[src/rtl/fir_tap_sequencer.sv]
// Time-multiplexed FIR filter. One external signed 16x16 multiplier is shared
// across all taps. Each accepted sample costs NTAPS MAC cycles and one output cycle.
module fir_tap_sequencer #(
  parameter int unsigned NTAPS = 8,
  parameter int unsigned SHIFT = 15,
  parameter int unsigned ACC_W = 36
) (
  input  logic                       clk,
  input  logic                       reset,
  input  logic [15:0]                sample_in,
  input  logic                       sample_valid,
  output logic                       sample_ready,
  input  logic                       coef_we,
  input  logic [$clog2(NTAPS)-1:0]   coef_addr,
  input  logic [15:0]                coef_data,
  output logic [15:0]                mac_a,
  output logic [15:0]                mac_b,
  input  logic [31:0]                mac_p,
  output logic [15:0]                y_out,
  output logic                       y_valid,
  output logic                       busy
);

  localparam int unsigned AW = $clog2(NTAPS);

  localparam logic signed [ACC_W-1:0] RoundK = ACC_W'(1) << (SHIFT - 1);
  localparam logic signed [ACC_W-1:0] SatMax = {{(ACC_W-16){1'b0}}, 16'h7fff};
  localparam logic signed [ACC_W-1:0] SatMin = {{(ACC_W-16){1'b1}}, 16'h8000};

  typedef enum logic [1:0] {
    StIdle,
    StMac,
    StOut
  } state_e;

  state_e                   r_state;
  state_e                   w_state_next;

  logic [15:0]              r_buf  [NTAPS];
  logic [15:0]              r_coef [NTAPS];
  logic [AW-1:0]            r_wr_ptr;
  logic [AW-1:0]            r_tap;
  logic signed [ACC_W-1:0]  r_acc;
  logic [15:0]              r_y_out;

  logic                     w_accept;
  logic                     w_coef_wr;
  logic                     w_last_tap;
  logic [AW:0]              w_rd_sum;
  logic [AW-1:0]            w_rd_idx;
  logic signed [ACC_W-1:0]  w_prod_ext;
  logic signed [ACC_W-1:0]  w_acc_next;
  logic signed [ACC_W-1:0]  w_rounded;
  logic signed [ACC_W-1:0]  w_shifted;
  logic [15:0]              w_sat;

  assign w_accept   = sample_valid && (r_state == StIdle);
  // Coefficient writes are dropped outright while a sample is in flight.
  assign w_coef_wr  = coef_we && (r_state == StIdle) && (32'(coef_addr) < NTAPS);
  assign w_last_tap = (r_tap == AW'(NTAPS - 1));

  // Buffer read index: (wr_ptr - tap) mod NTAPS, valid for non-power-of-two NTAPS too.
  always_comb begin
    w_rd_sum = {1'b0, r_wr_ptr} + (AW+1)'(NTAPS) - {1'b0, r_tap};
    w_rd_idx = AW'(w_rd_sum);
    if (w_rd_sum >= (AW+1)'(NTAPS)) begin
      w_rd_idx = AW'(w_rd_sum - (AW+1)'(NTAPS));
    end
  end

  // Accumulate, round half-up, arithmetic shift and clamp to 16 bits.
  always_comb begin
    w_prod_ext = {{(ACC_W-32){mac_p[31]}}, mac_p};
    w_acc_next = r_acc + w_prod_ext;
    w_rounded  = w_acc_next + RoundK;
    w_shifted  = w_rounded >>> SHIFT;
    if (w_shifted > SatMax) begin
      w_sat = 16'h7fff;
    end else if (w_shifted < SatMin) begin
      w_sat = 16'h8000;
    end else begin
      w_sat = w_shifted[15:0];
    end
  end

  // Next-state logic and state-decoded outputs.
  always_comb begin
    w_state_next = r_state;
    sample_ready = 1'b0;
    y_valid      = 1'b0;
    busy         = 1'b1;
    mac_a        = 16'h0000;
    mac_b        = 16'h0000;
    unique case (r_state)
      StIdle: begin
        sample_ready = 1'b1;
        busy         = 1'b0;
        if (w_accept) begin
          w_state_next = StMac;
        end
      end
      StMac: begin
        mac_a = r_buf[w_rd_idx];
        mac_b = r_coef[r_tap];
        if (w_last_tap) begin
          w_state_next = StOut;
        end
      end
      StOut: begin
        y_valid      = 1'b1;
        w_state_next = StIdle;
      end
      default: begin
        w_state_next = StIdle;
      end
    endcase
  end

  assign y_out = r_y_out;

  // State register.
  always_ff @(posedge clk) begin
    if (reset) begin
      r_state <= StIdle;
    end else begin
      r_state <= w_state_next;
    end
  end

  // Sample buffer, coefficient store, accumulator and output register.
  always_ff @(posedge clk) begin
    if (reset) begin
      r_wr_ptr <= '0;
      r_tap    <= '0;
      r_acc    <= '0;
      r_y_out  <= 16'h0000;
      for (int i = 0; i < NTAPS; i++) begin
        r_buf[i]  <= 16'h0000;
        r_coef[i] <= 16'h0000;
      end
    end else begin
      if (w_coef_wr) begin
        r_coef[coef_addr] <= coef_data;
      end
      unique case (r_state)
        StIdle: begin
          if (w_accept) begin
            r_buf[r_wr_ptr] <= sample_in;
            r_acc           <= '0;
            r_tap           <= '0;
          end
        end
        StMac: begin
          r_acc <= w_acc_next;
          r_tap <= r_tap + AW'(1);
          if (w_last_tap) begin
            r_y_out <= w_sat;
          end
        end
        StOut: begin
          r_wr_ptr <= (r_wr_ptr == AW'(NTAPS - 1)) ? '0 : r_wr_ptr + AW'(1);
        end
        default: begin
        end
      endcase
    end
  end

endmodule

[config.mk]
export PLATFORM = sky130hd
export DESIGN_NAME = fir_tap_sequencer
export DESIGN_NICKNAME = d
export VERILOG_FILES = /design/src/rtl/fir_tap_sequencer.sv
export SDC_FILE = /design/constraint.sdc
export NUM_CORES = 1
export LEC_CHECK = 0
export ABC_CLOCK_PERIOD_IN_PS = 6570
export CORE_MARGIN = 2
export CORE_UTILIZATION = 52
export DETAILED_ROUTE_END_ITERATION = 8
export PLACE_DENSITY = 0.72
export SLEW_MARGIN = 20
export SYNTH_ARGS = -nofsm -noshare
export SYNTH_HDL_FRONTEND = slang
export SYNTH_SLANG_ARGS = --single-unit
[constraint.sdc]
create_clock -name clk -period 6.57 [get_ports clk]
set_clock_uncertainty 0.15 [all_clocks]
set_input_delay 1.971 -clock clk [delete_from_list [all_inputs] [get_ports clk]]
set_output_delay 1.971 -clock clk [all_outputs]
set_load 0.03 [all_outputs]
==> results.md <==
* Outcome: complete, no violations
* Post_cts resized at 0
* Total negative slack at 0 ns
* Die ar. at 34000 um^2
* Crit path launch type: input pin
* Path type of the worst min-delay path: reg2reg
* Routed vias at between 10000 and 15000
* Initial antenna violation count at 1
* Vias in the first global route at 11500
* Starting Density at 0.524
* CTS tree: yes
* Critical Path End Type: flop
* Most frequent cell after synthesis: and2_1
* Syn Area/Cell at ~12 um^2
* Routed len/inst at slightly above 20 um
* Drt initial violations at between 800 and 900
* Period utilisation layout at 0.933
* Cells after DPL at approximately 1900
* Gr ovfl total at 0
* CTS max path bufs at 3
* DRT Pass-1 Iters at 5
* Post-synth EDFFs at 256
* Post-route total power at 5.00 mW
* Cell area after placement at 18700 um^2
* # IOs at approximately 120
* Synth Instances at about 1400
* # diodes at 0
* Layout cells sized above 1 at 0.146
* Max-Slew Margin vs Limit at 0.302
* First-pass GRT wire length at about 64000 um
* Antenna viol nets, final at 0
* # port buffers at ~120
* Die X at 184 um
* GPL Wtd Cong at between 0.9 and 1
* Root buffer cell: clkbuf_16
* DRC Markers at 0
* M1 GR Usage at 0.332
* Worst path required time at 6.77 ns
* Asr flop ratio synth at 0
* Post-Route Utilization at 0.614
* Worst skew pair latency at around 0.5 ns
* Synth cell count leaders: 268 x and2_1, 256 x edfxtp_1, 132 x nor2_1
* Power per Cell Area at ~250 nW/um^2
* Worst Setup SP: mac_p[0]
* Met2 Use GR at 0.411
* Yosys cell types at slightly below 80
* H-tree depth at 2
* Leakage at just over 7 nW
* Slew @ Worst Pin at approximately 1.0 ns
* Crit path max fanout at 15
* R2R Path Start: r_acc[0]
* Largest net degree at the start of global routing at 77
* Worst setup path category: in2reg
* M3 GR Usage at 0.0405
* Finished Cell Area at about 20000 um^2
* Final Hold Viols at 0
* Share of the synthesized area in the top cell type at 0.455
* Post-CTS setup buffers at 0
* Largest area contributor in the netlist: edfxtp_1
* #FFs+latches synth at 319
* GRT Util Overall at 0.246
* Crit Reg-Reg Endpoint: y_out[0]
* CTS sink cnt at 319
* Rows at 66
* Fin nets at 1642
* Ys Warns at 0
* # setup viols final at 0
* Worst-case reg-to-reg path depth at 17
* Seq/Total Area, Yosys at 0.529
* Synth top area cells: edfxtp_1 45%, and2_1 9.9%, mux4_2 8.5%
* Post-Layout Cell Count at about 2000
* Cts hold-fix bufs at 0
* Fmax achieved at 0.163 GHz
* RSZ-0062 raised after global routing: no
* Worst Setup EP: y_out[0]
* Area of the core at between 30000 and 40000 um^2
* MaxCap Viol Count at 0
* Post-DP HPWL at 26400 um
* GR peak layer: met2
* Die Y at between 150 and 200 um
* Slew Limit Fails at 0
* Post-synth top flop: edfxtp_1
* Number of buffers created by CTS at 36
* Worst VDD drop at approximately 0.19 mV
* Cell area after synthesis at 16900 um^2
* R2R setup slack at approximately 2.0 ns
* Final wirelength at slightly above 40000 um
* Clk slew on worst S/H paths at approximately 0.050 ns
* Vias/cell at about 6
* Crit path DAT at between 6 and 7 ns
* Area delta synth->final at 17.3%
* Fin crit period at 6.13 ns
* Syn_nets at approximately 1500
## layer usage
layer  wire length, um  share of wire
met1             17500           0.43
met5                16        0.00039
met4              1010          0.025
met2             20100           0.49
met3              2520          0.061
## worst max-delay path: stages
cell,delay [ns]
clkdlybuf4s50_1,0.40
ha_1,0.24
fa_1,0.41
a21o_1,0.20
a221oi_2,0.30
and2_1,0.22
o311ai_0,0.19
nor2_1,0.18
ha_1,0.22
nand2_1,0.06
nor3_1,0.13
o211ai_1,0.17
nor3_2,0.31
nand3_1,0.12
nor4_1,0.28
nor3_2,0.07
o21ai_2,0.64
a311oi_1,0.20
## cell type report
class,instances,area [um^2]
clock buffers,49,950
clock inverters,14,143
fillers,2530,12500
inverters,11,41.3
multi-input cells,992,7640
flip-flops and latches,319,8950
well taps,442,553
repair buffers,168,1560
## where the power goes
part	switching, mW	leakage, nW	internal (mW)
Clock	0.786	0.530	1.10
Combinational	0.470	3.53	0.340
Sequential	0.0368	3.14	2.26
Total	1.29	7.20	3.70
## through the flow
stage / setup WS [ns] / hold WS [ns]
after floorplan: 0.694 / 0.309
after global placement: -0.0236 / 0.334
after detailed placement: -0.0638 / 0.342
after CTS: 0.473 / 0.361
after global routing: 0.00937 / 0.398
final: 0.443 / 0.363
## kinds of logic (layout without fill, tap and decap cells)
kind of cell	Yosys count	in the layout	synth area share
AND/OR/NAND/NOR	584	584	0.189
flip-flops	319	319	0.529
AO/OA/AOI/OAI	224	224	0.101
multiplexers	101	101	0.107
buffers and inverters	87	242	0.0206
adder cells (fa/ha/maj)	43	43	0.0327
XOR/XNOR	40	40	0.0207
## cell usage in the layout, fill, tap and decap left out, types with 11 or more instances in the layout
cell type and n:
nor3_1 17, xor2_1 11, a21oi_1 49, clkdlybuf4s50_1 120
or2_2 20, nand3_1 33, nand2_1 52, xnor2_1 28
nor2_1 132, dfxtp_1 61, clkbuf_1 13, clkbuf_16 36
and2_1 268, o21ai_0 26, inv_1 11, buf_4 47
mux4_2 64, ha_1 41, a21o_1 11, a22oi_1 36
mux2i_1 35, edfxtp_1 256
## state kept, by name, indices dropped and copies added (netlist names), named ones only
signal and count:
r_acc 36, r_buf 128, r_coef 128, r_state 2
r_tap 3, r_wr_ptr 3, y_out 16
## worst min path at each step
stage | slack, ns | depth (start not counted) | endpoint | from
after detailed placement | 0.34 | 2 | r_acc[0] | r_acc[0]
after floorplan | 0.31 | 2 | r_acc[31] | r_acc[31]
after global routing | 0.40 | 2 | r_acc[28] | r_acc[28]
final | 0.36 | 2 | r_acc[14] | r_acc[14]
after CTS | 0.36 | 2 | r_acc[34] | r_acc[34]
after global placement | 0.33 | 2 | r_acc[0] | r_acc[0]
Power figures use the tool's default switching activity.
